### src/rtl/mul_div_unit.sv
`default_nettype none
// ============================================================================
// Module      : mul_div_unit
// Description : Multi-cycle signed multiply / divide unit. The unit uses
//               radix-2 Booth for MUL and non-restoring division on operand
//               magnitudes for DIV. Results go to the Z_HI / Z_LO register
//               pair. The control unit talks to it through a
//               start / busy / done handshake.
// Revision    : 1.0 - initial release
// ============================================================================
module mul_div_unit #(
  parameter int WIDTH = 32
) (
  input  logic             clk,
  input  logic             clear,
  input  logic             start,
  input  logic             op,
  input  logic [WIDTH-1:0] ra,
  input  logic [WIDTH-1:0] rb,
  output logic             busy,
  output logic             done,
  output logic             div_by_zero,
  output logic [WIDTH-1:0] z_hi,
  output logic [WIDTH-1:0] z_lo
);

  localparam int CNT_W = $clog2(WIDTH) + 1;
  // Two guard bits above WIDTH. They let the Booth accumulator absorb
  // -(most negative) and hold the non-restoring partial remainder (|P| < 2V).
  localparam int ACC_W = WIDTH + 2;
  localparam logic [CNT_W-1:0] LAST_ITER = CNT_W'(WIDTH - 1);

  typedef enum logic [1:0] {
    IDLE = 2'd0,
    RUN  = 2'd1,
    FIX  = 2'd2,
    DONE = 2'd3
  } state_t;

  state_t           state;
  state_t           state_nxt;

  logic [CNT_W-1:0] cnt;
  logic [ACC_W-1:0] acc;        // Booth A / partial remainder
  logic [ACC_W-1:0] m;          // multiplicand, or divisor magnitude
  logic [WIDTH-1:0] q;          // Booth Q / dividend-quotient shifter
  logic             q_m1;       // Booth q-1 bit
  logic [WIDTH-1:0] ra_hold;    // dividend echoed to z_hi on divide-by-zero
  logic             op_hold;
  logic             dz_pend;
  logic             quot_neg;
  logic             rem_neg;

  logic [WIDTH-1:0] ra_abs;
  logic [WIDTH-1:0] rb_abs;
  logic [ACC_W-1:0] booth_sum;
  logic [ACC_W-1:0] div_shift;
  logic [ACC_W-1:0] div_acc;
  logic [WIDTH-1:0] rem_mag;
  logic [WIDTH-1:0] quot_out;
  logic [WIDTH-1:0] rem_out;

  assign busy   = (state != IDLE);
  assign done   = (state == DONE);
  assign ra_abs = ra[WIDTH-1] ? -ra : ra;
  assign rb_abs = rb[WIDTH-1] ? -rb : rb;

  // Non-restoring step: shift in the next dividend bit, then add or subtract
  // the divisor depending on the sign of the current partial remainder.
  assign div_shift = {acc[ACC_W-2:0], q[WIDTH-1]};
  assign div_acc   = acc[ACC_W-1] ? (div_shift + m) : (div_shift - m);

  // A final remainder restore is needed when it ended negative. Only the low
  // bits matter because the true remainder is below the divisor.
  assign rem_mag  = acc[ACC_W-1] ? (acc[WIDTH-1:0] + m[WIDTH-1:0]) : acc[WIDTH-1:0];
  assign quot_out = quot_neg ? -q : q;
  assign rem_out  = rem_neg ? -rem_mag : rem_mag;

  // Booth recoding: add or subtract the multiplicand according to {Q0, q-1}.
  always_comb begin
    booth_sum = acc;
    case ({q[0], q_m1})
      2'b01:   booth_sum = acc + m;
      2'b10:   booth_sum = acc - m;
      default: booth_sum = acc;
    endcase
  end

  // State register.
  always_ff @(posedge clk or posedge clear) begin
    if (clear) state <= IDLE;
    else       state <= state_nxt;
  end

  // Next-state logic. A divide by zero skips RUN so that the result lands
  // one edge after acceptance.
  always_comb begin
    state_nxt = state;
    case (state)
      IDLE:    if (start) state_nxt = (op && (rb == '0)) ? FIX : RUN;
      RUN:     if (cnt == LAST_ITER) state_nxt = FIX;
      FIX:     state_nxt = DONE;
      DONE:    state_nxt = IDLE;
      default: state_nxt = IDLE;
    endcase
  end

  // Datapath. Latch operands on accept, iterate in RUN, publish results in FIX.
  always_ff @(posedge clk or posedge clear) begin
    if (clear) begin
      cnt         <= '0;
      acc         <= '0;
      m           <= '0;
      q           <= '0;
      q_m1        <= 1'b0;
      ra_hold     <= '0;
      op_hold     <= 1'b0;
      dz_pend     <= 1'b0;
      quot_neg    <= 1'b0;
      rem_neg     <= 1'b0;
      div_by_zero <= 1'b0;
      z_hi        <= '0;
      z_lo        <= '0;
    end else begin
      case (state)
        IDLE: begin
          if (start) begin
            cnt         <= '0;
            acc         <= '0;
            q_m1        <= 1'b0;
            ra_hold     <= ra;
            op_hold     <= op;
            dz_pend     <= op && (rb == '0);
            quot_neg    <= ra[WIDTH-1] ^ rb[WIDTH-1];
            rem_neg     <= ra[WIDTH-1];
            div_by_zero <= 1'b0;
            if (op) begin
              m <= {2'b00, rb_abs};
              q <= ra_abs;
            end else begin
              m <= {{2{ra[WIDTH-1]}}, ra};
              q <= rb;
            end
          end
        end
        RUN: begin
          cnt <= cnt + 1'b1;
          if (op_hold) begin
            acc <= div_acc;
            q   <= {q[WIDTH-2:0], ~div_acc[ACC_W-1]};
          end else begin
            acc  <= {booth_sum[ACC_W-1], booth_sum[ACC_W-1:1]};
            q    <= {booth_sum[0], q[WIDTH-1:1]};
            q_m1 <= q[0];
          end
        end
        FIX: begin
          if (dz_pend) begin
            z_hi        <= ra_hold;
            z_lo        <= '1;
            div_by_zero <= 1'b1;
          end else if (op_hold) begin
            z_hi <= rem_out;
            z_lo <= quot_out;
          end else begin
            z_hi <= acc[WIDTH-1:0];
            z_lo <= q;
          end
        end
        default: ;
      endcase
    end
  end

endmodule
`default_nettype wire

### config.mk
export PLATFORM = sky130hd
export DESIGN_NAME = mul_div_unit
export DESIGN_NICKNAME = d
export VERILOG_FILES = /design/src/rtl/mul_div_unit.sv
export SDC_FILE = /design/constraint.sdc
export NUM_CORES = 1
export LEC_CHECK = 0
export CAP_MARGIN = 25
export CORE_MARGIN = 3
export CORE_UTILIZATION = 55
export CTS_BUF_LIST = sky130_fd_sc_hd__clkbuf_16
export DETAILED_ROUTE_END_ITERATION = 8
export PLACE_DENSITY = 0.78
export SYNTH_ARGS = -nofsm -noshare
export SYNTH_HDL_FRONTEND = slang
export SYNTH_SLANG_ARGS = --single-unit
### constraint.sdc
create_clock -name clk -period 7.17 [get_ports clk]
set_clock_uncertainty 0.05 [all_clocks]
set_input_delay 1.434 -clock clk [delete_from_list [all_inputs] [get_ports clk]]
set_output_delay 1.434 -clock clk [all_outputs]
set_load 0.05 [all_outputs]
==> results of run 1 <==
critical path, delay by kind of cell, from the launching register on:
family	cells	cell delay [ps]
simple gates	9	2460
flops	1	450
buf+inv	2	180
xor+xnor	1	160
compound gates	6	1560
fa+ha+maj	2	540
mux	1	300
path summary, 6_finish.rpt:
kind / depth (start not counted) / slack, ps / endpoint
min in group asynchronous: 2 / 1330 / q[2]$_DFFE_PP0P_
worst min-delay path: 2 / 440 / ra_hold[0]$_DFFE_PP0P_
max in group asynchronous: 3 / 4450 / acc[4]$_DFFE_PP0P_
worst min register to register: 2 / 440 / ra_hold[0]$_DFFE_PP0P_
worst max-delay path: 21 / 1300 / acc[33]$_DFFE_PP0P_
worst max register to register: 21 / 1300 / acc[33]$_DFFE_PP0P_
layout by cell type (no fill, tap or decap), types with 11 or more instances in the layout:
cell | netlist | final
dfrtp_1 | 208 | 205
a21o_1 | 46 | 46
ha_1 | 109 | 107
mux2_2 | 47 | 47
nand4_1 | 24 | 24
o211ai_1 | 17 | 17
o21ai_1 | 12 | 11
nor2_1 | 275 | 274
o21ai_0 | 253 | 253
mux2i_1 | 58 | 58
nand2b_1 | 32 | 32
nand2_1 | 249 | 248
a31oi_1 | 19 | 19
clkbuf_16 | 0 | 23
or3_1 | 28 | 28
xor2_1 | 150 | 150
nor3_1 | 33 | 33
buf_4 | 1 | 23
a21oi_1 | 231 | 231
o21a_1 | 14 | 14
o41ai_1 | 14 | 14
and3_1 | 16 | 16
nand3_1 | 36 | 36
and2_1 | 11 | 11
nor2b_1 | 26 | 26
or4_1 | 19 | 19
inv_1 | 52 | 56
xnor2_1 | 104 | 104
a211oi_1 | 28 | 28
nor3b_1 | 14 | 14
a22o_1 | 11 | 11
o31ai_1 | 34 | 34
clkdlybuf4s50_1 | 0 | 133
registers in the layout (all words and copies together), names as in the netlist, 2 cells and up:
register	cells
acc	34
cnt	6
m	33
q	32
ra_hold	32
state	2
z_hi	32
z_lo	32
metal layers:
metal  global-route usage, %  vias to the layer above  share of wire [%]
met3                    6.47                      134                9.6
met4                    9.77                        0                3.2
met2                    49.7                      898                 44
li1                        -                     9090                  -
met5                       0                        -                  0
met1                    44.6                     9130                 43
through the flow:
step	instances	area, um2	util (%)
global route	3006	22000	63.0
detailed placement	2963	21200	60.7
finish	3006	22000	63.0
global placement	2963	21200	60.7
floorplan	2507	19700	-
CTS	3004	21900	62.9
kinds of logic (layout without fill, tap and decap cells):
logic type / after synthesis / after routing
flops: 208 / 208
xor+xnor: 254 / 254
fa+ha+maj: 112 / 112
compound gates: 801 / 801
simple gates: 817 / 817
mux: 106 / 106
buf+inv: 209 / 253
final cells by class:
cell class / count / area [um2]
clock inverter: 18 / 165
sequential: 208 / 5210
clock buffer: 23 / 576
inverter: 54 / 210
timing repair buffer: 158 / 1540
tap: 455 / 569
multi-input combinational: 2090 / 13700
fill: 3029 / 12900
==> results.md, run 1 <==
* Post-route DRC at 0
* Root buffer cell: clkbuf_16
* H-tree levels at 1
* Ports at around 140
* Synth cell count leaders: nor2_1 (275), o21ai_0 (253), nand2_1 (249)
* Xor/xnor share of the synthesized area at 11.3%
* Critical Path AT at 6170 ps
* GR Overflow Total at 0
* Distinct cells, synth at 96
* Die ar. at ~0.038 mm2
* WS Path Type: flop to flop
* TritonCTS clock tree: done
* Leading area contributor after synthesis: dfrtp_1
* Core footprint at 0.0349 mm2
* Status: completed
* Initial antenna violation count at 0
* Site Rows at 68
* CTS sink count at roughly 210
* Worst Setup Start Kind: flop
* Cts hold-fix bufs at 0
* Syn avg cell area at ~7.8 um2
* Post-Synth Simple-Gate Area at 19.7%
* Most frequent cell after synthesis: nor2_1
* Share of cells above drive strength 1 at 5.96%
* Final min period at 5870 ps
* Port bufs at 134
* Worst EP required at between 7000 and 8000 ps
* GPL Wtd Cong at 1.05
* Nets@finish at 2,715
* Actual slew at the worst max-slew pin at 1100 ps
* First-pass DRT Iterations at 8
* Pre-CTS WS at ~1600 ps
* Hold slack at 445 ps
* Die Span X at just under 200 um
* Worst path max stage delay at 600 ps
* EDFF count, synth at 0
* RSZ-0062 raised after global routing: no
* Post_cts resized at 0
* Post-synthesis sequential area ratio at a little over a quarter
* Crit end category: flop
* Rel. slew slack at 25.5%
* Number of synthesized register bits at about 210
* Post-synth top area share at 26.5%
* Post-route ant nets at 0
* Routed wire per std cell at 21.1 um
* Initial Util at between 50% and 60%
* Final Cycle Share at 81.8%
* RR Startpoint: m[0]$_DFFE_PP0P_
* Critical path cell sequence: inv_1, ha_1, nand2_1, nor3_1, nor3b_1, nand2_1, nor3_1, nor3b_1, nor2_1, xnor2_1, ha_1, inv_1, nor4_1, nand3_1, a31oi_1, o21bai_1, a211oi_1, o211ai_1, o211ai_1, mux2i_1, o221ai_1
* Global-route wire length before repair at between 90,000 and 100,000 um
* FMAX at 170 MHz
* Area of the mapped netlist at approximately 0.020 mm2
* Largest net degree at the start of global routing at 105
* Largest family of logic cells by synthesized area: compound AO/OA/AOI/OAI gates
* Initial drt markers at 1,973
* Setup crit start: m[0]$_DFFE_PP0P_
* Hold path startpoint: ra_hold[0]$_DFFE_PP0P_
* Compound-cell area share of the yosys netlist at 25.5%
* Final WS setup at 1300 ps
* Setup_tns at 0 ps
* GRT Total Usage at 31.8%
* Asr flop ratio synth at 100%
* Tightest Hold Check Type: flop to flop
* Main flop type after synthesis: dfrtp_1
* Chip height at 195 um
* CTS Buf Count at 23
* Post-CTS setup buffers at 0
* Synthesized Nets at 2,687
* CTS Buffer Depth at 3
* Synthesis-to-layout area growth at 11.7%
* Crit-path max FO at 6
* Diodes inserted at 0
* Synthesized-area fraction occupied by adder cells at under 10%
* Setup violators final at 0
* Final HPWL DP at between 40,000 and 50,000 um
* Vias at 19,300
* Slew Limit Fails at 0
* Top post-synthesis cells by area: dfrtp_1 (26%), ha_1 (6.9%), xor2_1 (6.7%)
* Hold Fails Final Rpt at 0
* Master of the slowest instance on the critical path: a211oi_1
* Final WL at 63,300 um
* Worst-path clk slew at approximately 70 ps
* Synth warn at 0
* Vias/cell at around 6.4
* Number of global-route vias before repair at roughly 18,000
* Cells after Synth at 2,507
* Multiplexer share of the synthesized area at 5.72%
* Max-cap violations at 0
* Clk_lat worst skew at about 510 ps
Power of run 1 is left out: the tool's default activity adds up to more than one toggle a clock period on the data nets, which glitch-free logic cannot reach.
==> run 2: changes to the inputs <==
- clock period: 7.17 -> 5.2 ns (I/O delays scaled with it)
==> run 2 against run 1 <==
Against the previous run:
- first-iteration DRC count grew 12%
- sequential share of layout area down 0.49 points
- final area increased by 2.1%
- worst setup slack got worse by 1000 ps
==> results.md, run 2 (synthesized netlist as in run 1, its figures left out) <==
* Hold Fails Final Rpt at 0 (unchanged)
* Final Instance Area at 0.0224 mm2 (+2.1%)
* CTS sink count at 208 (unchanged)
* First-pass DRT Iterations at 6 (-2)
* Diodes inserted at 0 (unchanged)
* Nets@finish at 2,758 (+1.6%)
* Hold slack at 432 ps (-12.5 ps)
* WS Path Type: flop to flop
* Setup violators final at 0 (unchanged)
* Final WL at 64,500 um (+1.8%)
* DP Area at 0.0215 mm2 (+1.6%)
* Biggest register: acc
* Layout filler cell count at 3,030 (+0.033%)
* Share of cells above drive strength 1 at 8.21% (+2.3 points)
* Vias/cell at 6.43 (+0.35%)
* Multi-input logic area at 0.0138 mm2 (+0.68%)
* Final HPWL DP at 48,000 um (+2.2%)
* Routed wire per std cell at 21.1 um (+0.35%)
* Core footprint at 0.0349 mm2 (unchanged)
* TritonCTS clock tree: done
* Global-route wire length before repair at 101,000 um (+1.3%)
* Commonest non-fill, non-tap cell in the layout: nor2_1
* Final Cycle Share at 94.2% (+12 points)
* Final cell count without fillers at 3,049 (+1.4%)
* Worst EP required at 5560 ps (-1920 ps)
* Worst Setup Start Kind: flop
* Placed Cells at 3,004 (+1.4%)
* Vias at 19,600 (+1.8%)
* Largest net degree at the start of global routing at 107 (+1.9%)
* Largest register FFs at 34 (unchanged)
* Status: completed
* Cts hold-fix bufs at 0 (unchanged)
* Buf+Inv Stages, Crit Path at 2 (unchanged)
* Port bufs at 134 (unchanged)
* Initial antenna violation count at 0 (unchanged)
* Crit-path max FO at 6 (unchanged)
* Die Span X at 195 um (unchanged)
* Clk_lat worst skew at 530 ps (+20 ps)
* GR Overflow Total at 0 (unchanged)
* FMAX at 204 MHz (+20%)
* Worst path max stage delay at 670 ps (+70 ps)
* Post-route DRC at 0 (unchanged)
* Number of global-route vias before repair at 18,600 (+2.2%)
* Final min period at 4900 ps (-970 ps)
* Slew Limit Fails at 0 (unchanged)
* Pre-CTS WS at -136 ps (-1690 ps)
* Post-route ant nets at 0 (unchanged)
* Final WS setup at 304 ps (-1000 ps)
* Die ar. at 0.0381 mm2 (unchanged)
* Crit path max-delay family: simple AND/OR/NAND/NOR gates
* GRT Total Usage at 32.3% (+0.49 points)
* H-tree levels at 1 (unchanged)
* Master of the slowest instance on the critical path: a2111oi_0
* Initial drt markers at 2,219 (+12%)
* CTS Buf Count at 24 (+4.3%)
* Seq. cell area at 0.00521 mm2 (unchanged)
* Tightest Hold Check Type: flop to flop
* Leading cell types in the layout, fill and taps excluded: nor2_1 (274), o21ai_0 (252), nand2_1 (248)
* GPL Wtd Cong at 0.996 (-5.4%)
* Critical path cell sequence: inv_1, ha_1, nand2_1, nor3_2, nor3b_4, nand2_1, nor3_2, nor2_1, xnor2_1, ha_1, nand2_1, nor2_1, nand4_1, a2111oi_0, buf_4, nor2_1, o21a_1, o21ai_0, xnor2_1, o21ai_0, a221o_1
* Root buffer cell: clkbuf_16
* Chip height at 195 um (unchanged)
* Crit end category: flop
* Critical Path AT at 5250 ps (-920 ps)
* Worst-path clk slew at 60 ps (about the same)
* CTS Buffer Depth at 3 (unchanged)
* Max-cap violations at 0 (unchanged)
* Actual slew at the worst max-slew pin at 1040 ps (-56.2 ps)
* Site Rows at 68 (unchanged)
* Ports at 135 (unchanged)
* Synthesis-to-layout area growth at 14.0%
* Regs by FF count: acc: 34 flops, m: 33 flops
* Rel. slew slack at 29.9% (+4.4 points)
* Initial Util at 56.4% (unchanged)
-- run 2: cell types whose count changed in the layout (fill, tap and decap cells not counted), moves of 3 or more --
cell and delta:
nor3b_2 +4, nor4_1 -3, nor4_2 +3, nor3b_1 -5, buf_12 +4, buf_4 +39
-- run 2: cell type report --
class                   instances  share of cell area, %
clock inverters                17                  0.530
inverters                      54                  0.921
clock buffers                  25                   2.79
flip-flops and latches        208                   23.2
multi-input cells            2090                   61.5
repair buffers                200                   8.49
well taps                     455                   2.54
-- run 2: routing by layer --
| layer | part of all wire [%] | track usage, % | vias to the layer above | wire [um] |
|---|---|---|---|---|
| met2 | 44 | 51.3 | 1008 | 28700 |
| met3 | 10 | 6.12 | 123 | 6520 |
| li1 | - | - | 9169 | - |
| met5 | 0 | 0 | - | 0 |
| met1 | 43 | 45.3 | 9296 | 27400 |
| met4 | 2.9 | 8.85 | 0 | 1840 |
-- run 2: per-stage QoR --
| step | utilization [%] | TNS, ps |
|---|---|---|
| 2_1_floorplan | - | 0 |
| 3_3_place_gp | 61.7 | 0 |
| 3_5_place_dp | 61.7 | -273 |
| 4_1_cts | 63.9 | 0 |
| 5_1_grt | 64.3 | -205 |
| 6_report | 64.3 | 0 |
-- run 2: worst paths after layout --
kind,startpoint,to,slack (ps),cells past startpoint
worst max-delay path,m[0]$_DFFE_PP0P_,acc[25]$_DFFE_PP0P_,300,21
worst max register to register,m[0]$_DFFE_PP0P_,acc[25]$_DFFE_PP0P_,300,21
worst min register to register,z_hi[7]$_DFFE_PP0P_,z_hi[7]$_DFFE_PP0P_,430,1
max in group asynchronous,clear,acc[33]$_DFFE_PP0P_,3470,4
min in group asynchronous,clear,z_hi[2]$_DFFE_PP0P_,720,2
worst min-delay path,z_hi[7]$_DFFE_PP0P_,z_hi[7]$_DFFE_PP0P_,430,1
-- run 2: what timing repair did --
action / 4_1_cts / 5_1_grt
pin swaps: 0 / 1
gates resized for setup: 2 / 16
setup endpoints to repair: 3 / 13
endpoints found under the hold margin: 0 / 0
buffers inserted: 0 / 1
Power of run 2 is left out for the same reason.
